### config.mk
export PLATFORM = sky130hd
export DESIGN_NAME = viterbi_traceback_flat
export DESIGN_NICKNAME = d
export VERILOG_FILES = /design/src/rtl/viterbi_pkg.sv /design/src/rtl/viterbi_traceback_if.sv /design/src/rtl/viterbi_dec_ram.sv /design/src/rtl/viterbi_traceback.sv /design/src/flat_wrapper.sv
export SDC_FILE = /design/constraint.sdc
export NUM_CORES = 1
export LEC_CHECK = 0
export BUFFER_PORTS_ARGS = -buffer_cell sky130_fd_sc_hd__buf_2
export CORE_MARGIN = 2
export CORE_UTILIZATION = 30
export DETAILED_ROUTE_END_ITERATION = 10
export GPL_TIMING_DRIVEN = 0
export RECOVER_POWER = 100
export SYNTH_ARGS = -nofsm -noshare
export SYNTH_HDL_FRONTEND = slang
export SYNTH_SLANG_ARGS = --single-unit
### constraint.sdc
create_clock -name clock -period 2.5 [get_ports clock]
set_input_delay 0.25 -clock clock [delete_from_list [all_inputs] [get_ports clock]]
set_output_delay 0.25 -clock clock [all_outputs]
set_load 0.005 [all_outputs]
### src/rtl/viterbi_pkg.sv
// Shared types and trellis helpers for the rate-1/2, K=3 Viterbi decoder.
// The state is the last two message bits; the newest bit is in s[1].
package viterbi_pkg;

    localparam int K          = 3;
    localparam int NUM_STATES = 1 << (K - 1);
    localparam int TAIL_LEN   = K - 1;

    typedef logic [1:0] state_t;

    typedef enum logic [1:0] {
        FILL,
        TRACE,
        OUTPUT
    } fsm_t;

    // An ACS label picks which of the two possible predecessors survived.
    function automatic state_t prev_state(state_t s, logic d);
        return {s[0], d};
    endfunction

    function automatic logic state_bit(state_t s);
        return s[1];
    endfunction

endpackage

### src/rtl/viterbi_traceback_if.sv
// Decision-vector input stream and decoded-bit output stream of the traceback unit.
interface viterbi_traceback_if #(
    parameter int NUM_STATES = 4
) ();

    logic                  dec_valid;
    logic                  dec_ready;
    logic [NUM_STATES-1:0] dec_bits;
    logic                  out_valid;
    logic                  out_ready;
    logic                  out_bit;
    logic                  out_last;

    modport slave (
        input  dec_valid, dec_bits, out_ready,
        output dec_ready, out_valid, out_bit, out_last
    );

    modport master (
        output dec_valid, dec_bits, out_ready,
        input  dec_ready, out_valid, out_bit, out_last
    );

endinterface

### src/rtl/viterbi_dec_ram.sv
// Frame buffer of ACS decision vectors: synchronous write, asynchronous read.
module viterbi_dec_ram #(
    parameter int DEPTH  = 16,
    parameter int WIDTH  = 4,
    parameter int ADDR_W = 4
) (
    input  logic              clock,
    input  logic              we_i,
    input  logic [ADDR_W-1:0] waddr_i,
    input  logic [WIDTH-1:0]  wdata_i,
    input  logic [ADDR_W-1:0] raddr_i,
    output logic [WIDTH-1:0]  rdata_o
);

    logic [WIDTH-1:0] mem_q [DEPTH];

    always_ff @(posedge clock) begin
        if (we_i) mem_q[waddr_i] <= wdata_i;
    end

    assign rdata_o = mem_q[raddr_i];

endmodule

### src/rtl/viterbi_traceback.sv
// Survivor-path traceback: buffers one zero-terminated frame of ACS decisions,
// traces back from state 0, then streams the message bits out in forward order.
module viterbi_traceback #(
    parameter int FRAME_LEN  = 16,
    parameter int TAIL_LEN   = viterbi_pkg::TAIL_LEN,
    parameter int NUM_STATES = viterbi_pkg::NUM_STATES
) (
    input  logic               clock,
    input  logic               reset,
    viterbi_traceback_if.slave io,
    output logic               busy
);
    import viterbi_pkg::*;

    localparam int               PTR_W    = $clog2(FRAME_LEN);
    localparam logic [PTR_W-1:0] LAST_IN  = PTR_W'(FRAME_LEN - 1);
    localparam logic [PTR_W-1:0] LAST_OUT = PTR_W'(FRAME_LEN - TAIL_LEN - 1);

    fsm_t                  state_q;
    logic [PTR_W-1:0]      wr_ptr_q;
    logic [PTR_W-1:0]      rd_ptr_q;
    logic [PTR_W-1:0]      out_ptr_q;
    logic [PTR_W-1:0]      out_ptr_d;
    state_t                tb_state_q;
    logic                  dec_ready_q;
    logic                  out_valid_q;
    logic                  out_bit_q;
    logic                  out_last_q;
    logic                  busy_q;
    logic [FRAME_LEN-1:0]  bmem_q;
    logic [NUM_STATES-1:0] dmem_rd;
    logic                  dec_accept;

    // dec_ready_q is only ever high in FILL, so it alone gates the write.
    assign dec_accept = io.dec_valid && dec_ready_q;
    assign out_ptr_d  = out_ptr_q + 1'b1;

    viterbi_dec_ram #(
        .DEPTH  (FRAME_LEN),
        .WIDTH  (NUM_STATES),
        .ADDR_W (PTR_W)
    ) u_dec_ram (
        .clock   (clock),
        .we_i    (dec_accept),
        .waddr_i (wr_ptr_q),
        .wdata_i (io.dec_bits),
        .raddr_i (rd_ptr_q),
        .rdata_o (dmem_rd)
    );

    always_ff @(posedge clock) begin
        if (state_q == TRACE) bmem_q[rd_ptr_q] <= state_bit(tb_state_q);
    end

    always_ff @(posedge clock or posedge reset) begin
        if (reset) begin
            state_q     <= FILL;
            wr_ptr_q    <= '0;
            rd_ptr_q    <= '0;
            out_ptr_q   <= '0;
            tb_state_q  <= '0;
            dec_ready_q <= 1'b1;
            out_valid_q <= 1'b0;
            out_bit_q   <= 1'b0;
            out_last_q  <= 1'b0;
            busy_q      <= 1'b0;
        end else begin
            case (state_q)
                FILL: begin
                    if (dec_accept) begin
                        if (wr_ptr_q == LAST_IN) begin
                            wr_ptr_q    <= '0;
                            state_q     <= TRACE;
                            tb_state_q  <= '0;
                            rd_ptr_q    <= LAST_IN;
                            dec_ready_q <= 1'b0;
                            busy_q      <= 1'b1;
                        end else begin
                            wr_ptr_q <= wr_ptr_q + 1'b1;
                        end
                    end
                end
                TRACE: begin
                    tb_state_q <= prev_state(tb_state_q, dmem_rd[tb_state_q]);
                    if (rd_ptr_q == '0) begin
                        // bmem[0] is written on this same edge, so take bit 0 straight from the trace.
                        state_q     <= OUTPUT;
                        out_ptr_q   <= '0;
                        out_valid_q <= 1'b1;
                        out_bit_q   <= state_bit(tb_state_q);
                        out_last_q  <= (LAST_OUT == '0);
                    end else begin
                        rd_ptr_q <= rd_ptr_q - 1'b1;
                    end
                end
                OUTPUT: begin
                    if (io.out_ready) begin
                        if (out_last_q) begin
                            state_q     <= FILL;
                            wr_ptr_q    <= '0;
                            out_valid_q <= 1'b0;
                            out_last_q  <= 1'b0;
                            dec_ready_q <= 1'b1;
                            busy_q      <= 1'b0;
                        end else begin
                            out_ptr_q  <= out_ptr_d;
                            out_bit_q  <= bmem_q[out_ptr_d];
                            out_last_q <= (out_ptr_d == LAST_OUT);
                        end
                    end
                end
                default: state_q <= FILL;
            endcase
        end
    end

    assign io.dec_ready = dec_ready_q;
    assign io.out_valid = out_valid_q;
    assign io.out_bit   = out_bit_q;
    assign io.out_last  = out_last_q;
    assign busy         = busy_q;

endmodule

### src/flat_wrapper.sv
// flat-port wrapper written by rule: the top's interface ports become plain ports
module viterbi_traceback_flat import viterbi_pkg::*;
#(
    parameter int FRAME_LEN  = 16,
    parameter int TAIL_LEN   = viterbi_pkg::TAIL_LEN,
    parameter int NUM_STATES = viterbi_pkg::NUM_STATES
)
  (clock, reset, busy, io_dec_valid, io_dec_bits, io_out_ready, io_dec_ready, io_out_valid, io_out_bit, io_out_last);
  viterbi_traceback_if #(.NUM_STATES(NUM_STATES)) io_i ();
  input  logic clock;
  input  logic reset;
  output logic busy;
  input wire logic [$bits(io_i.dec_valid)-1:0] io_dec_valid;
  input wire logic [$bits(io_i.dec_bits)-1:0] io_dec_bits;
  input wire logic [$bits(io_i.out_ready)-1:0] io_out_ready;
  output wire logic [$bits(io_i.dec_ready)-1:0] io_dec_ready;
  output wire logic [$bits(io_i.out_valid)-1:0] io_out_valid;
  output wire logic [$bits(io_i.out_bit)-1:0] io_out_bit;
  output wire logic [$bits(io_i.out_last)-1:0] io_out_last;
  assign io_i.dec_valid = io_dec_valid;
  assign io_i.dec_bits = io_dec_bits;
  assign io_i.out_ready = io_out_ready;
  assign io_dec_ready = io_i.dec_ready;
  assign io_out_valid = io_i.out_valid;
  assign io_out_bit = io_i.out_bit;
  assign io_out_last = io_i.out_last;
  viterbi_traceback #(.FRAME_LEN(FRAME_LEN), .TAIL_LEN(TAIL_LEN), .NUM_STATES(NUM_STATES)) u_core (.clock(clock), .reset(reset), .io(io_i), .busy(busy));
endmodule
* After elaboration in Yosys (flattened, before gate mapping)
Memories as Yosys holds them, arrays and structs flattened.
Cells that the tools add are included.
** Storage, ports and cells
- Flip-flop bits (word level) :: 37
- Memories :: 1
- Output and inout bits :: 5
- Word-level logic and storage cells :: 96
- Bits of input ports :: 8
- Latch bits :: 0
- Memory bits (read-only) :: 0
- Memory bits (writable) :: 64
** Memory list
- u_core.u_dec_ram.mem_q :: depth 16, bits a word 4, rd ports 1, clocked after Yosys merged registers in 0, wr ports 1, line viterbi_dec_ram.sv:15 : logic [WIDTH-1:0] mem_q [DEPTH];
** Cells by class
- Equality and inequality tests :: 11
- $mul :: 0
- Magnitude comparators :: 4
- Shifts and indexed selects :: 0
- Bitwise gates (word level) :: 0
- Divide/modulo/power cells :: 0
- Mux-type cells :: 51
- $add $sub $neg :: 3
- Reductions and logical operators :: 15
** Operators with widths (count)
- $mux 4 :: 10
- $pmux 4 s2 :: 3
- $mux 1 :: 20
- $bwmux 16 :: 1
- $reduce_and 4->1 :: 4
- $mux 2 :: 7
- $lt 4x5->1 const B :: 2
- $pmux 1 s2 :: 5
- $reduce_and 5->1 :: 2
- $add 4x1->4 const B :: 2
- $eq 4x4->1 const B :: 2
- $ne 2x2->1 const B :: 4
- $ne 2x1->1 const B :: 3
- $pmux 2 s3 :: 1
- $reduce_and 3->1 :: 2
- $reduce_bool 2->1 :: 3
- $bmux 1 s4 :: 1
- $demux 1 s4 :: 1
- $ge 4x1->1 const B :: 1
- $logic_not 4->1 :: 1
- $pmux 2 s2 :: 1
- $sub 4x1->4 const B :: 1
- $lt 2x3->1 const B :: 1
- $bmux 1 s2 :: 1
- other kinds (4) :: 5

* Depth between registers and ports, before layout
- Depth in word-level cells :: 6
- Gate-level depth with buffers :: 10
- Mapped depth without buffers :: 7

* By module
From an unflattened synthesis, not the netlist that was laid out.
** Second synthesis, totals
- Cells, all modules :: 290
- Area total of the unflattened synthesis :: 4481.8 µm²
** By module, submodules not included
- viterbi_dec_ram :: sequential area each 1921.8 µm², times used 1, area each 2586.2 µm², cells an instance 126
- viterbi_traceback :: sequential area each 1007.2 µm², times used 1, area each 1895.6 µm², cells an instance 164

* Worst setup path after synthesis
Ideal clock, no wire load.
- Path type :: register -> register
- Start point :: register u_core.out_ptr_q[0]
- End point :: register u_core.out_bit_q (netlist: u_core.io.out_bit)
- Arrival :: 2.030 ns
- Clock period less this slack :: 2.166 ns
- Required time :: 2.364 ns
- Setup time :: 0.136 ns
- Slack :: 0.334 ns
- Stages on the path, launching flop included :: 8
- Buffers on the path :: 1
- Cells stage by stage :: dfrtp_1 > clkbuf_1 > inv_1 > ha_1 > mux4_2 > mux4_2 > mux2i_1 > o21ai_0
** Between the ends
- Cells in the longest elaborated chain, start to end :: 6
** Ends and longest elaborated chain
- start, declared :: line viterbi_traceback.sv:22 : logic [PTR_W-1:0] out_ptr_q;
- start signal, assigned :: line viterbi_traceback.sv:106 : out_ptr_q <= out_ptr_d;
- $add 4x1->4 :: line viterbi_traceback.sv:36 : assign out_ptr_d = out_ptr_q + 1'b1;
- $bmux 1 s4 :: line viterbi_traceback.sv:107 : out_bit_q <= bmem_q[out_ptr_d];
- $mux 1 (implied by the code) :: line viterbi_traceback.sv:107
- $mux 1 :: line viterbi_traceback.sv:98 : if (out_last_q) begin
- $mux 1 :: line viterbi_traceback.sv:97 : if (io.out_ready) begin
- $pmux 1 s2 :: line viterbi_traceback.sv:68 : case (state_q)
- end signal, assigned :: line viterbi_traceback.sv:90 : out_bit_q <= state_bit(tb_state_q);
- end signal, assigned :: line viterbi_traceback.sv:107
- end, declared :: line viterbi_traceback.sv:27 : logic out_bit_q;
Every way passes these cells. The select of a mux whose other input is x is not followed.
A chain may end at the register's enable or synchronous reset.

* Worst setup path after layout
- Start point :: register u_core.rd_ptr_q[0]
- End point :: register u_core.tb_state_q[0]
** Between the ends
- Cells in the longest elaborated chain, start to end :: 4
** Ends and longest elaborated chain
- start, declared :: line viterbi_traceback.sv:21 : logic [PTR_W-1:0] rd_ptr_q;
- start signal, assigned :: line viterbi_traceback.sv:93 : rd_ptr_q <= rd_ptr_q - 1'b1;
- $mem_v2 16x4
- $bmux 1 s2 :: line viterbi_traceback.sv:84 : tb_state_q <= prev_state(tb_state_q, dmem_rd[tb_state_q]);
- $mux 1 (implied by the code) :: line viterbi_traceback.sv:84
- $pmux 2 s2 :: line viterbi_traceback.sv:68
- end signal, assigned :: line viterbi_traceback.sv:84
- end, declared :: line viterbi_traceback.sv:24 : state_t tb_state_q;
Every way passes these cells. The select of a mux whose other input is x is not followed.

==> results.cfg <==
[run_status]
status = complete, no violations

[sta]
fin_crit_sh_pct = 96.6
drv_slew = 0
rsz0062_at_grt = false
slew_headroom_pct = 44.8
max_freq_ghz = 0.414
whs_ns = 0.0613
finalHoldViolCount = 0
fin_crit_ns = 2.42
setup_viol = 0
tns_ns = 0
finClkSkew_ns = 0.00945
tightest_slew_ns = 0.827

[worst_setup_path]
required_ns = 2.73
critPathBufInv = 2
startpoint_type = flop
cpPeakStageDelay_ns = 0.60
cp_cell_sequence = clkbuf_4, buf_8, mux4_1, mux4_2, o21a_1, a21oi_1, a31oi_1
crit_fanout = 10
crit_arrival_ns = 2.64
critical_path.top_delay_family = multiplexers
critPathKind = reg -> reg
endpoint_kind = flop
crit_slowest_cell = mux4_1

[power_and_ir_drop]
internal_power_mw = 3.33
p_clk_share_pct = 27.8
combinationalPowerShare_pct = 26.0
p_leak_nw = 1.84
p_seq_share_pct = 46.2
p_sw_mw = 1.51
power.density_nw_per_um2 = 951
power_mw = 4.83
ir_worst_vdd_mv = 0.511
swShare_pct = 31.2

[floorplan]
core_area_sq_um = 14600
dieHeight_um = 126
dieWidth_um = 126
die-area_sq_um = 16000
rows = 44
io_pins = 13
start_util_pct = 30.8

[clock_network]
clk_latency_ns = 0.35
cts_inserted_buffers = 9
clk_path_buf_depth = 2
clockRootBuffer = clkbuf_16
path_clk_slew_ns = 0.07
clock_sinks = 101
cts_setup_buffers = 0
cts_tree = built
htreeDepth = 3

[final_layout]
final_core_util_pct = 34.8
fill_cells = 1372
nNetsFinal = 324
drive_above_1_share_pct = 14.8
area_growth_pct = 13.0
final_cell_count_no_fill = 494
antenna_cells = 0

[placed_design]
dp_cells = 480
finalWeightedCongestion = 0.816
hpwl_mm = 5.80
io_buffers = 12

[synth]
synth-seq-cells = 101
yosysTopAreaCellShare_pct = 53.4
avgSynthCellArea_sq_um = 15.8
synth_top_family_by_area = multiplexers
synth_most_common_cell = edfxtp_1
synthMuxAreaShare_pct = 13.7
synth_xor_area_share_pct = 0.390
synth-edff-count = 80
yosys.cell_types.count = 39
synth_ff_type = edfxtp_1
synthArstFlopShare_pct = 20.8
synthAdderAreaFrac_pct = 3.06
syn-instance-count = 284
yosys.area.top_type = edfxtp_1
synthesis.nets = 303
synth-warning-count = 0
synthTopCellsByArea = edfxtp_1, dfrtp_1, mux4_1
yosys-top-cells-count = edfxtp_1, and2_1, dfrtp_1, o21ai_0, nand2_1
syn_area_sq_um = 4500
synth_compound_area_share_pct = 4.34
ys_seq_area_share_pct = 65.1
synth-simple-area-share_pct = 11.2

[global_route]
track_usage_pct = 11.2
grt_max_degree = 24
antenna_found_initial = 0
grt_pass1_vias = 2454
grt_first_pass_wirelength_mm = 13.9
gr-total-overflow = 0

[detailed_routing]
drtAntennaViolNets = 0
post_drt_wl_per_cell_um = 17.0
dr.pass1.iters = 4
routed_wl_mm = 8.41
dr_total_vias = 2386
drt-initial-drc-count = 169
drc_errors = 0
viasPerCell = 4.83

[min_path]
hold_class = in -> async

[job]
drv_cap = 0
[power groups by stage]
stage	Sequential [mW]	Combinational, mW	Clock [mW]
global placement	2.25	1.24	0
CTS	2.23	1.28	1.36
detailed placement	2.27	1.27	0
finish	2.23	1.26	1.34
floorplan	2.21	0.921	0
global route	2.27	1.39	1.44
[area by class of cell]
cell class	instances	area, sq um	share of cell area (%)
sequential	101	2930	57.6
multi-input combinational	162	1490	29.4
tap	184	230	4.53
clock buffer	9	225	4.43
clock inverter	7	57.6	1.13
timing repair buffer	12	53.8	1.06
buffer	9	53.8	1.06
inverter	10	37.5	0.739
[cell families (layout without fill, tap and decap cells)]
group	count (synthesis)	in the layout
buffers and inverters	21	47
flip-flops	101	101
multiplexers	27	27
AO/OA/AOI/OAI	33	33
XOR/XNOR	2	2
AND/OR/NAND/NOR	89	89
adder cells (fa/ha/maj)	11	11
[routing by layer]
layer | GRT usage, % | part of all wire, %
met1 | 15.0 | 47
met2 | 18.6 | 50
met3 | 2.91 | 2.2
met4 | 2.33 | 0.77
met5 | 0 | 0
[worst register-to-register path, stage by stage, from the launching register on]
cell and delay (ns):
dfrtp_1 0.38, clkbuf_4 0.27, buf_8 0.19, mux4_1 0.61
mux4_2 0.48, o21a_1 0.17, a21oi_1 0.14, a31oi_1 0.05
[sequential cells by signal (all words and copies together) (netlist names), 2 cells and up]
| signal | cells |
|---|---|
| u_core.out_ptr_q | 4 |
| u_core.tb_state_q | 2 |
| u_core.wr_ptr_q | 4 |
| u_core.u_dec_ram.mem_q | 64 |
| u_core.state_q | 2 |
| u_core.rd_ptr_q | 4 |
| u_core.bmem_q | 16 |
[path summary, 6_finish.rpt]
| kind | start | endpoint | slack [ns] | depth (start not counted) |
|---|---|---|---|---|
| setup reg to reg | u_core.rd_ptr_q[0] | u_core.tb_state_q[0] | 0.08 | 7 |
| hold reg to reg | u_core.io.out_valid | u_core.io.out_valid | 0.48 | 1 |
| setup / recovery | u_core.rd_ptr_q[0] | u_core.tb_state_q[0] | 0.08 | 7 |
| max in group asynchronous | reset | u_core.io.out_bit | 1.92 | 2 |
| min in group clock | io_out_ready | u_core.state_q[1] | 0.23 | 3 |
| hold / removal | reset | u_core.rd_ptr_q[2] | 0.06 | 2 |
[timing repair]
action | in CTS | in global routing
endpoints found under the setup margin | 10 | 6
resized for setup | 3 | 5
hold buffers | 0 | 0
[layout by cell type, fill, tap and decap left out, types with 2 or more instances in the layout]
cell,instances
mux4_1,12
nor2_1,8
a22oi_1,2
edfxtp_1,80
nand2b_1,3
nor2b_1,5
clkbuf_1,10
inv_8,2
a21oi_1,4
clkbuf_16,9
nand3_1,5
mux2i_1,3
o21a_1,2
nor3_1,3
ha_1,10
or2_2,2
a21o_1,3
and3_1,5
nand3b_1,4
nand4_1,2
nor3b_1,2
a31oi_1,2
nand2_1,16
dfrtp_1,20
and2_0,25
and2_1,3
inv_1,10
clkinv_4,2
buf_2,7
mux4_2,12
o21ai_0,17
[through the flow]
step / cell area, sq um / worst slack, ns
3_3_place_gp: 4790 / -0.426
6_report: 5080 / 0.0844
4_1_cts: 5070 / 0.00736
3_5_place_dp: 4790 / -0.425
2_1_floorplan: 4500 / 0.334
5_1_grt: 5080 / 0.00709
(Power assumes the default switching activity.)
